[config.mk]
export PLATFORM = sky130hd
export DESIGN_NAME = rf_op_sequencer
export DESIGN_NICKNAME = d
export VERILOG_FILES = /design/src/rtl/rf_seq_pkg.sv /design/src/rtl/rf_op_sequencer.sv
export SDC_FILE = /design/constraint.sdc
export NUM_CORES = 1
export LEC_CHECK = 0
export CORE_MARGIN = 5
export CORE_UTILIZATION = 30
export CTS_CLUSTER_DIAMETER = 30
export DETAILED_ROUTE_END_ITERATION = 10
export PLACE_DENSITY = 0.77
export RECOVER_POWER = 50
export REMOVE_ABC_BUFFERS = 1
export SETUP_SLACK_MARGIN = 0.05
export SLEW_MARGIN = 30
export SYNTH_ARGS = -nofsm -noshare
export SYNTH_HDL_FRONTEND = slang
export SYNTH_SLANG_ARGS = --single-unit
[constraint.sdc]
create_clock -name clk -period 2.6 [get_ports clk]
set_input_delay 0.26 -clock clk [delete_from_list [all_inputs] [get_ports clk]]
set_output_delay 0.26 -clock clk [all_outputs]
set_load 0.01 [all_outputs]
[src/rtl/rf_seq_pkg.sv]
// ---------------------------------------------------------------------------
// rf_seq_pkg
// Shared definitions for the register-file operation sequencer and the ALU
// it drives.
//   seq_state_e : sequencer FSM states (CLEAR, IDLE, READ, EXEC, WB)
//   ALU_*       : ALU control codes carried on cmd_aluctrl / alu_ctrl
// ---------------------------------------------------------------------------
package rf_seq_pkg;

    typedef enum logic [2:0] {
        ST_CLEAR = 3'd0,
        ST_IDLE  = 3'd1,
        ST_READ  = 3'd2,
        ST_EXEC  = 3'd3,
        ST_WB    = 3'd4
    } seq_state_e;

    localparam int ALU_CTRL_WIDTH = 3;

    localparam logic [ALU_CTRL_WIDTH-1:0] ALU_ADD = 3'd0;
    localparam logic [ALU_CTRL_WIDTH-1:0] ALU_SUB = 3'd1;
    localparam logic [ALU_CTRL_WIDTH-1:0] ALU_AND = 3'd2;
    localparam logic [ALU_CTRL_WIDTH-1:0] ALU_OR  = 3'd3;
    localparam logic [ALU_CTRL_WIDTH-1:0] ALU_XOR = 3'd4;
    localparam logic [ALU_CTRL_WIDTH-1:0] ALU_SLT = 3'd5;
    localparam logic [ALU_CTRL_WIDTH-1:0] ALU_SLL = 3'd6;
    localparam logic [ALU_CTRL_WIDTH-1:0] ALU_SRL = 3'd7;

endpackage

[src/rtl/rf_op_sequencer.sv]
// ---------------------------------------------------------------------------
// rf_op_sequencer
// Multicycle controller that runs one R/I-type op at a time through an
// external 2**ADDR_WIDTH x DATA_WIDTH register file (registered reads) and a
// combinational ALU.  Right after reset it sweeps every register to zero,
// since the register file itself has no reset.
//
// Ports
//   clk, rst_n                      clock (rising edge), async active-low reset
//   cmd_valid / cmd_ready           op handshake from decode
//   cmd_rs1, cmd_rs2, cmd_rd        source / destination register numbers
//   cmd_imm, cmd_alusrc             immediate and operand-2 select (1 = imm)
//   cmd_aluctrl                     ALU operation code
//   rf_rs1, rf_rs2                  register file read addresses
//   rf_rd, rf_en, rf_din            register file write port
//   rf_rd1, rf_rd2                  register file read data (1-cycle latency)
//   alu_op1, alu_op2, alu_ctrl      ALU operands and control
//   alu_result                      ALU result
//   done                            one-cycle pulse in the write-back cycle
//   init_done                       high once the zero sweep has finished
// ---------------------------------------------------------------------------
module rf_op_sequencer
    import rf_seq_pkg::*;
#(
    parameter int ADDR_WIDTH     = 5,
    parameter int DATA_WIDTH     = 32,
    parameter int CTRL_WIDTH     = 3,
    parameter int CLEAR_ON_RESET = 1
) (
    input  logic                  clk,
    input  logic                  rst_n,
    input  logic                  cmd_valid,
    output logic                  cmd_ready,
    input  logic [ADDR_WIDTH-1:0] cmd_rs1,
    input  logic [ADDR_WIDTH-1:0] cmd_rs2,
    input  logic [ADDR_WIDTH-1:0] cmd_rd,
    input  logic [DATA_WIDTH-1:0] cmd_imm,
    input  logic                  cmd_alusrc,
    input  logic [CTRL_WIDTH-1:0] cmd_aluctrl,
    output logic [ADDR_WIDTH-1:0] rf_rs1,
    output logic [ADDR_WIDTH-1:0] rf_rs2,
    output logic [ADDR_WIDTH-1:0] rf_rd,
    output logic                  rf_en,
    output logic [DATA_WIDTH-1:0] rf_din,
    input  logic [DATA_WIDTH-1:0] rf_rd1,
    input  logic [DATA_WIDTH-1:0] rf_rd2,
    output logic [DATA_WIDTH-1:0] alu_op1,
    output logic [DATA_WIDTH-1:0] alu_op2,
    output logic [CTRL_WIDTH-1:0] alu_ctrl,
    input  logic [DATA_WIDTH-1:0] alu_result,
    output logic                  done,
    output logic                  init_done
);

    localparam seq_state_e RESET_STATE = (CLEAR_ON_RESET != 0) ? ST_CLEAR : ST_IDLE;

    seq_state_e            r_state;
    seq_state_e            w_state_next;
    logic [ADDR_WIDTH-1:0] r_clr_cnt;
    logic                  r_init_done;
    logic [ADDR_WIDTH-1:0] r_rs1;
    logic [ADDR_WIDTH-1:0] r_rs2;
    logic [ADDR_WIDTH-1:0] r_rd;
    logic [DATA_WIDTH-1:0] r_imm;
    logic                  r_alusrc;
    logic [CTRL_WIDTH-1:0] r_ctrl;
    logic [DATA_WIDTH-1:0] r_result;
    logic                  w_clr_last;
    logic                  w_accept;

    assign w_clr_last = (r_clr_cnt == {ADDR_WIDTH{1'b1}});
    assign w_accept   = cmd_valid && cmd_ready;
    assign init_done  = r_init_done;

    // State register.
    always_ff @(posedge clk or negedge rst_n) begin
        if (!rst_n) begin
            r_state <= RESET_STATE;
        end else begin
            r_state <= w_state_next;
        end
    end

    // Next state and all datapath/handshake outputs.  While rst_n is low the
    // outputs are forced to zero so that CLEAR (the reset state) does not
    // drive a write before reset is released.
    always_comb begin
        w_state_next = r_state;
        cmd_ready    = 1'b0;
        rf_rs1       = '0;
        rf_rs2       = '0;
        rf_rd        = '0;
        rf_en        = 1'b0;
        rf_din       = '0;
        alu_op1      = '0;
        alu_op2      = '0;
        alu_ctrl     = '0;
        done         = 1'b0;
        if (rst_n) begin
            case (r_state)
                ST_CLEAR: begin
                    rf_en = 1'b1;
                    rf_rd = r_clr_cnt;
                    if (w_clr_last) begin
                        w_state_next = ST_IDLE;
                    end
                end
                ST_IDLE: begin
                    cmd_ready = 1'b1;
                    if (cmd_valid) begin
                        w_state_next = ST_READ;
                    end
                end
                ST_READ: begin
                    rf_rs1       = r_rs1;
                    rf_rs2       = r_rs2;
                    w_state_next = ST_EXEC;
                end
                ST_EXEC: begin
                    alu_op1      = rf_rd1;
                    alu_op2      = r_alusrc ? r_imm : rf_rd2;
                    alu_ctrl     = r_ctrl;
                    w_state_next = ST_WB;
                end
                ST_WB: begin
                    rf_rd     = r_rd;
                    rf_din    = r_result;
                    // x0 is hard-wired to zero, so its write is dropped.
                    rf_en     = (r_rd != '0);
                    done      = 1'b1;
                    cmd_ready = 1'b1;
                    w_state_next = cmd_valid ? ST_READ : ST_IDLE;
                end
                default: begin
                    w_state_next = RESET_STATE;
                end
            endcase
        end
    end

    // Sweep counter holds at the last register instead of wrapping; it is
    // only meaningful in CLEAR and restarts from zero on every reset.
    always_ff @(posedge clk or negedge rst_n) begin
        if (!rst_n) begin
            r_clr_cnt   <= '0;
            r_init_done <= (CLEAR_ON_RESET == 0);
        end else if (r_state == ST_CLEAR) begin
            if (w_clr_last) begin
                r_init_done <= 1'b1;
            end else begin
                r_clr_cnt <= r_clr_cnt + ADDR_WIDTH'(1);
            end
        end
    end

    // Command fields are captured on the handshake and held for the op.
    always_ff @(posedge clk or negedge rst_n) begin
        if (!rst_n) begin
            r_rs1    <= '0;
            r_rs2    <= '0;
            r_rd     <= '0;
            r_imm    <= '0;
            r_alusrc <= 1'b0;
            r_ctrl   <= '0;
        end else if (w_accept) begin
            r_rs1    <= cmd_rs1;
            r_rs2    <= cmd_rs2;
            r_rd     <= cmd_rd;
            r_imm    <= cmd_imm;
            r_alusrc <= cmd_alusrc;
            r_ctrl   <= cmd_aluctrl;
        end
    end

    // ALU result is registered at the end of EXEC and written back in WB.
    always_ff @(posedge clk or negedge rst_n) begin
        if (!rst_n) begin
            r_result <= '0;
        end else if (r_state == ST_EXEC) begin
            r_result <= alu_result;
        end
    end

endmodule

==> results.sh, run 1 <==
export IMPL_worst_path_stages=5
export IMPL_syn2layout_area_growth_pct=68.48
export IMPL_first_iter_violations=150
export IMPL_ant_nets=0
export IMPL_grt_start_max_net_pins=53
export IMPL_cpPeakStageDelay_ns=0.54
export IMPL_floorplan_core_area_sq_um=15260
export IMPL_syn_mean_instance_area_sq_um=11.98
export IMPL_power_switching_fraction_pct=30.99
export IMPL_total_power_w=0.006620
export IMPL_floorplan_io_pins=268
export IMPL_max_freq_mhz=405.4
export IMPL_clk_pin_slew_ns=0.06
export IMPL_r2r_end="r_imm[2]$_DFFE_PN0P_"
export IMPL_placedCellCount=853
export IMPL_synth_cell_type_count=36
export IMPL_ir_worst_vdd_uv=421.8
export IMPL_detailedRoute_firstPassIterationCount=4
export IMPL_portBuffers=267
export IMPL_die_width_um=134.8
export IMPL_worstReg2RegStart="r_state[2]$_DFFE_PN0P_"
export IMPL_filler_cell_count=1376
export IMPL_detailroute_via_count=3905
export IMPL_synth_largest_area_cell="dfrtp_1"
export IMPL_max_slew_worst_pin_slew_ns=1.311
export IMPL_path_delay_family="buffers and inverters"
export IMPL_synth_seq_area_share_pct=49.28
export IMPL_power_share_combinational_pct=42.3
export IMPL_flip_flop_and_latch_count_after_synthesis=92
export IMPL_max_slew_margin_rel_pct=12.61
export IMPL_final_gp_congestion=0.8207
export IMPL_cts_sink_count=92
export IMPL_detail_route_wirelength_met1_mm=5.715
export IMPL_final_setup_skew_ns=0.006096
export IMPL_min_path_type="primary input to async pin"
export IMPL_worst_endpoint_required_ns=2.34
export IMPL_initial_util_pct=30.62
export IMPL_cp_num_buf_inv=2
export IMPL_crit_type="flop to output pin"
export IMPL_leakagePower_nw=3.240
export IMPL_synth_yosys_warnings=0
export IMPL_cp_max_fo=17
export IMPL_max_slew_violations=0
export IMPL_grt_setup_unrepaired="true"
export IMPL_detail_route_drc_violations=0
export IMPL_path_cells="or3b_4 -> nor2_4 -> clkbuf_16 -> and2_1 -> clkdlybuf4s50_1"
export IMPL_sequentialPowerShare_pct=38.5
export IMPL_setup_worst_path_end_class="output pin"
export IMPL_setup_viol_count_final=0
export IMPL_dr_max_layer_used="met5"
export IMPL_ctsRootBufferMaster="clkbuf_16"
export IMPL_tns_ns=0
export IMPL_clockPowerShare_pct=19.1
export IMPL_final_instance_count_excl_fill=871
export IMPL_intPower_w=0.004569
export IMPL_netlist_top_cells_area="dfrtp_1, mux2_2, and2_1, mux2i_1, nor2_1"
export IMPL_clk_path_buf_depth=2
export IMPL_mostFrequentLayoutCells="clkdlybuf4s50_1, dfrtp_1, and2_1, mux2_2, nor2_1"
export IMPL_timing_reg2reg_worst_path_depth=5
export IMPL_avgViaCountPerCell=4.483
export IMPL_period_minus_slack_ns=2.466
export IMPL_post_dp_cell_area_sq_um=7567
export IMPL_globalRouteOverflowTotal=0
export IMPL_fp_row_count=45
export IMPL_die_height_um=134.8
export IMPL_total_clock_buffers_created_by_cts=9
export IMPL_cp_slowest_cell="clkdlybuf4s50_1"
export IMPL_post_detail_place_hpwl_mm=11.25
export IMPL_grt_usage_pct=15.72
export IMPL_design_die_area_sq_um=18170
export IMPL_syn_area_sq_um=4672
export IMPL_layout_cells_most_common="clkdlybuf4s50_1"
export IMPL_crit_start="r_state[1]$_DFFE_PN0P_"
export IMPL_drive_gt1_share_pct=16.52
export IMPL_post_synth_inst_count=390
export IMPL_grt_pass1_vias=4260
export IMPL_critical_path_startpoint_type="flop"
export IMPL_crit_path_dat_ns=2.21
export IMPL_netlist_area_leader_share_pct=49.28
export IMPL_tritoncts_clock_tree="built"
export IMPL_detailroute_wirelength_met2_mm=7.165
export IMPL_power_density_nw_per_um2=841.1
export IMPL_wl_met3_mm=1.518
export IMPL_min_period_over_period_pct=94.86
export IMPL_h_tree_depth=3
export IMPL_hold_viol_final=0
export IMPL_detail_route_wirelength_mm=14.65
export IMPL_clkLatencyLatePin_ns=0.34
export IMPL_outcome="finished, final reports clean"
export IMPL_antenna_cells=0
export IMPL_net_switching_power_w=0.002051
export IMPL_first_pass_grt_wire_length_mm=22.65
export IMPL_fin_area_sq_um=7871
export IMPL_max_cap_violations=0
export IMPL_routed_wire_length_per_instance_um=16.81
export IMPL_antenna_found_initial=1
export IMPL_layout_nets=807
export IMPL_r2r_slack_ns=0.28
## cell usage after synthesis, drive strengths merged
library cell	number
buf	12
o31ai	2
nand3b	1
inv	3
or2	1
clkbuf	15
a221o	1
xor2	1
nor2	39
nand2	1
or3b	1
dfrtp	92
nand4	1
a21oi	1
and2	77
ha	2
nor4	2
a31oi	1
xnor2	3
nand2b	1
mux2i	37
and3	1
nor4b	2
mux2	85
nor3	3
o21ai	3
a21o	1
nand4b	1
## state kept, by name (all words and copies together), names as in the netlist
register,cells
init_done,1
r_alusrc,1
r_clr_cnt,5
r_ctrl,3
r_imm,32
r_rd,5
r_result,32
r_rs1,5
r_rs2,5
r_state,3
## worst max-delay path by stage
stage / end
floorplan: r_alusrc$_DFFE_PN0P_
detailed placement: rf_din[17]
CTS: rf_din[17]
finish: rf_din[23]
global route: rf_rs2[1]
global placement: rf_din[3]
## metrics by stage
stage               hold WS, ns  setup WS [ns]  util, %
floorplan              -0.03559        -0.5172        -
global placement         0.3979         0.3532    49.59
detailed placement       0.4012         0.3013    49.59
CTS                     0.02346        0.05368    51.55
global route             0.1813        0.02457    51.59
finish                   0.1144         0.1336    51.59
## power groups by stage
stage / combinational (W) / sequential, W / clock, W
finish: 0.00280 / 0.00255 / 0.00127
global route: 0.00306 / 0.00266 / 0.00138
CTS: 0.00287 / 0.00256 / 0.00132
detailed placement: 0.00285 / 0.00258 / 0
global placement: 0.00274 / 0.00254 / 0
floorplan: 0.00162 / 0.00257 / 0
## per-layer routing
layer	vias to the layer above	GRT usage [%]
met5	-	0
met4	2	5.034
met3	19	6.595
met2	172	26.93
met1	1863	17.76
li1	1849	-
## logic make-up (layout without fill, tap and decap cells)
| family | after synthesis | count (layout) | share of synthesized area [%] |
|---|---|---|---|
| fa+ha+maj | 2 | 2 | 0.5355 |
| xor+xnor | 4 | 4 | 0.7500 |
| compound gates | 9 | 9 | 1.259 |
| mux | 122 | 122 | 28.41 |
| buf+inv | 30 | 300 | 3.562 |
| flops | 92 | 92 | 49.28 |
| simple gates | 131 | 131 | 16.20 |
## cell type report
type                            count  area (sq um)  area share, %
Clock buffer                       13         270.3          3.433
Inverter                            3         11.26         0.1431
Timing Repair Buffer              281          2810          35.70
Tap cell                          211         264.0          3.354
Sequential cell                    92          2303          29.26
Clock inverter                      3         20.02         0.2543
Multi-Input combinational cell    268          2192          27.85
## repair_timing
action / 4_1_cts / 5_1_grt
setup endpoints to repair: 65 / 38
hold buffers: 0 / 0
pin swaps: 0 / 1
resized for setup: 3 / 5
buffers inserted: 0 / 1
endpoints found under the hold margin: 0 / 0
cloned: 0 / 1
No activity file was read; power rests on OpenSTA's default activity.
==> inputs of run 2 (changes only) <==
CELL_PAD_IN_SITES_DETAIL_PLACEMENT = 0   (was default)
CELL_PAD_IN_SITES_GLOBAL_PLACEMENT = 1   (was default)
CORE_UTILIZATION = 28   (was 30)
MAX_ROUTING_LAYER = met4   (was default)
PLACE_DENSITY = 0.91   (was 0.77)
TNS_END_PERCENT = 50   (was default)
==> run 2 against run 1 <==
  * Maximum frequency decreased by 1.1%
  * Largest power group is now registers
  * Final area increased by 0.62%
  * Sequential share of layout area decreased by 0.15 points
  * Worst hold slack improved by 0.25 ns
==> results.sh, run 2 (synthesized netlist as in run 1, its figures left out) <==
export IMPL_outcome="finished, final reports clean"
export IMPL_worst_hold_slack_across_all_endpoints_ns=0.3635
export IMPL_min_path_type="primary input to flop"
export IMPL_power_density_nw_per_um2=834.6
export IMPL_routed_wire_length_per_instance_um=16.43
export IMPL_worst_endpoint_required_ns=2.34
export IMPL_cp_max_fo=17
export IMPL_design_die_area_sq_um=19370
export IMPL_final_gp_congestion=0.8141
export IMPL_total_clock_buffers_created_by_cts=9
export IMPL_floorplan_core_area_sq_um=16470
export IMPL_clk_pin_slew_ns=0.06
export IMPL_crit_type="flop to output pin"
export IMPL_crit_path_dat_ns=2.23
export IMPL_detailedRoute_firstPassIterationCount=4
export IMPL_avgViaCountPerCell=4.392
export IMPL_cts_sink_count=92
export IMPL_fin_area_sq_um=7920
export IMPL_postLayoutSetupSlackWorst_ns=0.1067
export IMPL_first_iter_violations=82
export IMPL_clkLatencyLatePin_ns=0.35
export IMPL_setup_worst_path_end_class="output pin"
export IMPL_grt_usage_pct=14.85
export IMPL_antenna_found_initial=0
export IMPL_layout_cells_most_common="clkdlybuf4s50_1"
export IMPL_grt_pass1_vias=4211
export IMPL_cpPeakStageDelay_ns=0.54
export IMPL_tritoncts_clock_tree="built"
export IMPL_period_minus_slack_ns=2.493
export IMPL_post_cts_repair_setup_buffers=0
export IMPL_max_slew_violations=0
export IMPL_finish_utilization_pct=48.10
export IMPL_fp_row_count=47
export IMPL_grt_setup_unrepaired="true"
export IMPL_filler_cell_count=1487
export IMPL_biggestRegsByFlops="r_imm: 32 flops, r_result: 32 flops"
export IMPL_post_dp_cell_area_sq_um=7546
export IMPL_ant_nets=0
export IMPL_portBuffers=267
export IMPL_grt_start_max_net_pins=59
export IMPL_final_instance_count_excl_fill=879
export IMPL_ctsRootBufferMaster="clkbuf_16"
export IMPL_max_slew_worst_pin_slew_ns=1.435
export IMPL_ir_worst_vdd_uv=502.5
export IMPL_min_delay_path_depth=3
export IMPL_h_tree_depth=3
export IMPL_syn2layout_area_growth_pct=69.52
export IMPL_first_pass_grt_wire_length_mm=22.55
export IMPL_placedCellCount=861
export IMPL_min_period_over_period_pct=95.90
export IMPL_final_setup_skew_ns=0.008135
export IMPL_hold_viol_final=0
export IMPL_floorplan_io_pins=268
export IMPL_die_width_um=139.2
export IMPL_detail_route_wirelength_mm=14.45
export IMPL_post_detail_place_hpwl_mm=11.09
export IMPL_die_height_um=139.2
export IMPL_globalRouteOverflowTotal=0
export IMPL_detail_route_drc_violations=0
export IMPL_mostFrequentLayoutCells="clkdlybuf4s50_1, dfrtp_1, and2_1, mux2_2, nor2_1"
export IMPL_leakagePower_nw=3.464
export IMPL_max_cap_violations=0
export IMPL_layout_nets=806
export IMPL_max_slew_margin_rel_pct=4.308
export IMPL_setup_viol_count_final=0
export IMPL_clk_path_buf_depth=2
export IMPL_initial_util_pct=28.37
export IMPL_detailedPlace_worstSlack_ns=0.3317
export IMPL_path_cells="or3b_4 -> nor2_4 -> clkbuf_16 -> and2_1 -> clkdlybuf4s50_1"
export IMPL_detailroute_via_count=3861
export IMPL_critical_path_startpoint_type="flop"
export IMPL_antenna_cells=0
export IMPL_timing_reg2reg_worst_path_depth=5
export IMPL_max_freq_mhz=401.1
export IMPL_cp_slowest_cell="clkdlybuf4s50_1"
export IMPL_drive_gt1_share_pct=16.39
==> run 2: path summary, 6_finish.rpt <==
kind,to,slack [ns],startpoint
worst min register to register,init_done$_DFFE_PN0P_,0.46,init_done$_DFFE_PN0P_
worst max register to register,r_rs1[1]$_DFFE_PN0P_,0.29,r_state[2]$_DFFE_PN0P_
max in group asynchronous,r_alusrc$_DFFE_PN0P_,1.07,rst_n
worst max-delay path,rf_din[28],0.11,r_state[0]$_DFFE_PN0P_
worst min-delay path,r_state[0]$_DFFE_PN0P_,0.36,rst_n
min in group asynchronous,r_result[25]$_DFFE_PN0N_,0.48,rst_n
==> run 2: layout make-up <==
type,count,area (sq um),share of cell area (%)
clock buffers,12,266.5,3.365
clock inverters,4,32.53,0.4107
inverters,3,11.26,0.1422
multi-input cells,268,2207,27.87
flip-flops and latches,92,2306,29.12
well taps,220,275.3,3.476
repair buffers,280,2821,35.62
==> run 2: timing repair <==
action | CTS | global route
resized for setup | 4 | 18
cloned | 0 | 1
hold buffers | 1 | 0
endpoints found under the setup margin | 64 | 79
hold endpoints to repair | 17 | 0
==> run 2: layer usage <==
layer	wire length, um	track usage [%]	part of all wire, %	up-vias
met4	248	4.171	1.7	0
met5	0	-	0	-
met2	7517	25.49	52	135
met3	915	5.448	6.3	27
li1	-	-	-	1840
met1	5764	16.23	40	1859
==> run 2: critical path, delay by kind of cell (launching register included) <==
| kind | cells | cell delay (ns) |
|---|---|---|
| simple gates | 3 | 0.77 |
| buf+inv | 2 | 0.74 |
| flops | 1 | 0.37 |
==> run 2: metrics by stage <==
step                power [W]  setup TNS [ns]
global placement     0.005255               0
detailed placement   0.005392               0
finish               0.006610               0
global route         0.007073               0
floorplan            0.004195          -47.74
CTS                  0.006730               0
==> run 2: where the power goes <==
| group | internal (W) | switching (W) | total (W) | leakage, nW |
|---|---|---|---|---|
| Clock | 0.000729 | 0.000549 | 0.00128 | 0.141 |
| Combinational | 0.00165 | 0.000988 | 0.00263 | 2.22 |
| Sequential | 0.00217 | 0.000531 | 0.00270 | 1.10 |
| Total | 0.00454 | 0.00207 | 0.00661 | 3.46 |
==> RTL change 1: new RTL, settings of run 1 <==
Make the reset (`rst_n`) synchronous in 4 clocked blocks. Comments in the files are not updated.
--- a/src/rtl/rf_op_sequencer.sv
+++ b/src/rtl/rf_op_sequencer.sv
@@ -75,3 +75,3 @@
     // State register.
-    always_ff @(posedge clk or negedge rst_n) begin
+    always_ff @(posedge clk) begin
         if (!rst_n) begin
@@ -142,3 +142,3 @@
     // only meaningful in CLEAR and restarts from zero on every reset.
-    always_ff @(posedge clk or negedge rst_n) begin
+    always_ff @(posedge clk) begin
         if (!rst_n) begin
@@ -156,3 +156,3 @@
     // Command fields are captured on the handshake and held for the op.
-    always_ff @(posedge clk or negedge rst_n) begin
+    always_ff @(posedge clk) begin
         if (!rst_n) begin
@@ -175,3 +175,3 @@
     // ALU result is registered at the end of EXEC and written back in WB.
-    always_ff @(posedge clk or negedge rst_n) begin
+    always_ff @(posedge clk) begin
         if (!rst_n) begin
Check against the original RTL: same outputs for any inputs over 10 cycles, from zero or initial values and one cycle with rst_n low; that may be too few to reach the edited logic, so the function may still have changed.
==> RTL change 1 against run 1 <==
Final area increased by 0.41%; area after synthesis increased by 0.56%; sequential cell count unchanged; count of clock-buffer cells in the layout decreased by 4; maximum frequency decreased by 0.35%; worst setup slack got worse by 0.0086 ns; first-iteration DRC count decreased by 7.3%; routed wire length increased by 1.0%; register-to-register slack about the same; hold slack improved by 0.15 ns; critical path type unchanged; largest cell class unchanged.
Power is not compared: it rests on default switching activity, and its combinational part moved more than twofold at a synthesized area within 25%.
==> RTL change 1: results (changes against run 1) <==
FF-to-FF path depth 4 (was 5); met2 Use GR 25.88% (was 26.93%); total power 0.003259 W; Min Hold Slack 0.2672 ns (was 0.1144 ns); peak per-stage delay on the critical path 0.58 ns (was 0.54 ns); crit path max fanout 61 (was 17); vias per inst 4.381 (was 4.483); M1 WL 6482 µm (was 5715 µm); M1 GR Usage 19.78% (was 17.76%); Worst Tran Pin Value 0.9835 ns (was 1.311 ns); initial antenna violation count 0 (was 1); top sig layer met4 (was met5); status finished clean (unchanged); I/O Buffers 267 (unchanged); Place WS 0.4301 ns (was 0.3013 ns); fin nets 979 (was 807); Area contributors post-synth dfxtp_1 39%, mux2i_1 20%, nand2_1 9.6%, a21boi_0 5.3%, and2_1 4.4% (was dfrtp_1 49%, mux2_2 18%, and2_1 10%, mux2i_1 7.9%, nor2_1 3.1%); Layout Skew 0.009860 ns (was 0.006096 ns); Global Route met3 Usage 5.944% (was 6.595%); Critical Path End alu_op1[22] (was rf_din[23]); first-pass GRT wire length 23180 µm (was 22650 µm); Num CTS Buffers 9 (unchanged); DP HPWL 11150 µm (was 11250 µm); Placed Area 7574 µm² (was 7567 µm²); wire per inst 14.18 µm (was 16.81 µm); GRT Util Overall 15.75% (was 15.72%); Final period util 95.19% (was 94.86%); sequential share of the synthesized area 39.20% (was 49.28%); 1st-iter DRT viols 139 (was 150); WL met2 6638 µm (was 7165 µm); FFs w/ async S/R, synth 0% (was 100.0%); layout cells sized above 1 4.087% (was 16.52%); Critical R2R Capture r_rs1[2] (was r_imm[2]); RD Place Congestion 0.7498 (was 0.8207); vias in the first global route 4391 (was 4260); reg2reg start r_state[2] (unchanged); Hold WC Path Type primary input to flop (was primary input to async pin); most used flip-flop cell after synthesis dfxtp_1 (was dfrtp_1); drt pass-1 iters 5 (was 4)
## RTL change 1: area by class of cell
| type | count | area (µm²) |
|---|---|---|
| Timing Repair Buffer | 282 | 2818 |
| Inverter | 53 | 198.9 |
| Clock inverter | 7 | 121.4 |
| Sequential cell | 92 | 1843 |
| Clock buffer | 9 | 225.2 |
| Tap cell | 211 | 264.0 |
| Fill cell | 1472 | 7355 |
| Multi-Input combinational cell | 389 | 2434 |
## RTL change 1: repair_timing
action                     CTS  global route
resized for setup            1             2
setup endpoints to repair    3            29
buffers inserted             0             0
hold buffers                 0             0
cloned                       0             0
## RTL change 1: cells by family after synthesis
family                     after synthesis  synth area share [%]
buffers and inverters                   97                 8.815
xor gates and xnor gates                 2                0.3729
adders and majority gates                2                0.5325
muxes                                   92                 19.60
AOI/OAI and AO/OA                       37                 5.806
DFF                                     92                 39.20
and+or+nand+nor                        256                 25.67
==> RTL change 2: new RTL, flow settings as in run 1 <==
Without the edit above. Change the parameter `CTRL_WIDTH` from 3 to 5.
--- a/src/rtl/rf_op_sequencer.sv
+++ b/src/rtl/rf_op_sequencer.sv
@@ -26,3 +26,3 @@
     parameter int DATA_WIDTH     = 32,
-    parameter int CTRL_WIDTH     = 3,
+    parameter int CTRL_WIDTH     = 5,
     parameter int CLEAR_ON_RESET = 1
Ports: changed (resized alu_ctrl and cmd_aluctrl); port bits go from 268 to 272. No check against the original RTL was run, so the function may have changed too.
==> RTL change 2 against run 1 <==
Register-to-register slack lost 0.09 ns; combinational power shrank 3%; worst setup slack lost 0.0092 ns; clock skew is 0.0018 ns higher; final area grew 1.0%; sequential share of layout area increased by 0.33 points; first-iteration DRC count is 12% higher; utilization down 0.97 points; area after synthesis increased by 1.7%; sequential cell count grew 2; total power is 0.42% higher; routed wire length down 4.5%; largest power group unchanged.
==> RTL change 2: results (changes against run 1) <==
Leak 3.243 nW (was 3.240 nW); top sig layer met4 (was met5); status finished clean (unchanged); vias per inst 4.385 (was 4.483); WL met2 7045 µm (was 7165 µm); layout cells sized above 1 16.59% (was 16.52%); Post-synth top cells 94 x dfrtp_1, 79 x and2_1, 77 x mux2_2 (was 92 x dfrtp_1, 77 x and2_1, 75 x mux2_2); Worst Tran Pin Value 1.183 ns (was 1.311 ns); Layout fillers 1382 (was 1376); first-pass GRT wire length 21580 µm (was 22650 µm); crit path max fanout 33 (was 17); Hold WC Path Type primary input to flop (was primary input to async pin); VDD IR max 0.5149 mV (was 0.4218 mV); synth unique cells 35 (was 36); 1st-iter DRT viols 168 (was 150); Synth Area in Compound Gates 1.238% (was 1.259%); post-synthesis mux area share 28.42% (was 28.41%); placed insts 869 (was 853); vias post-DR 3881 (was 3905); initial antenna violation count 0 (was 1); Top delay family on crit path simple AND/OR/NAND/NOR gates (was buffers and inverters); Layout Skew 0.007919 ns (was 0.006096 ns); vias in the first global route 4110 (was 4260); wire per inst 15.81 µm (was 16.81 µm); largest net degree at the start of global routing 52 (was 53); met3 wire length 1000 µm (was 1518 µm); DP HPWL 10790 µm (was 11250 µm); M1 WL 5640 µm (was 5715 µm); RD Place Congestion 0.7641 (was 0.8207); Avg Cell Area, Syn 11.99 µm² (was 11.98 µm²)
[RTL change 2: changes by cell type after synthesis]
cell	change
and2_1	+2
dfrtp_1	+2
clkbuf_2	-2
buf_2	-4
mux2_2	+2
clkbuf_1	+6
[RTL change 2: power by group]
| part | switching (W) | internal, W | leakage, nW |
|---|---|---|---|
| clock | 0.000569 | 0.000681 | 0.140 |
| combinational | 0.00105 | 0.00168 | 1.98 |
| sequential | 0.000456 | 0.00221 | 1.12 |
[RTL change 2: layout make-up]
type | instances | area share, %
clock buffers | 10 | 3.005
clock inverters | 6 | 0.5506
inverters | 3 | 0.1416
multi-input cells | 272 | 28.00
flip-flops and latches | 94 | 29.59
well taps | 216 | 3.398
repair buffers | 284 | 35.32
[RTL change 2: what timing repair did]
item,in CTS,in global routing
pin swaps,0,0
endpoints found under the setup margin,64,75
hold buffers,0,0
gates resized for setup,3,4
[RTL change 2: per-layer routing]
metal / GRT usage, % / vias up
met3: 4.700 / 28
met1: 18.15 / 1831
met4: 4.871 / 0
met5: 0 / -
li1: - / 1875
met2: 24.17 / 147
[RTL change 2: worst paths after layout]
check                           start         end  slack [ns]
setup reg to reg           r_state[2]    r_imm[6]        0.19
setup / recovery           r_state[0]   rf_din[4]        0.12
max in group asynchronous       rst_n    r_alusrc        1.38
min in group asynchronous       rst_n     r_rd[3]        0.40
hold / removal                  rst_n  r_state[0]        0.37
hold reg to reg             init_done   init_done        0.49
[RTL change 2: through the flow]
stage | utilization [%] | instance area [µm²] | total power [W]
6_report | 50.62 | 7954 | 0.006648
2_1_floorplan | - | 4602 | 0.004271
5_1_grt | 50.62 | 7954 | 0.007117
3_5_place_dp | 48.96 | 7694 | 0.005483
4_1_cts | 50.82 | 7985 | 0.006782
3_3_place_gp | 48.96 | 7694 | 0.005359
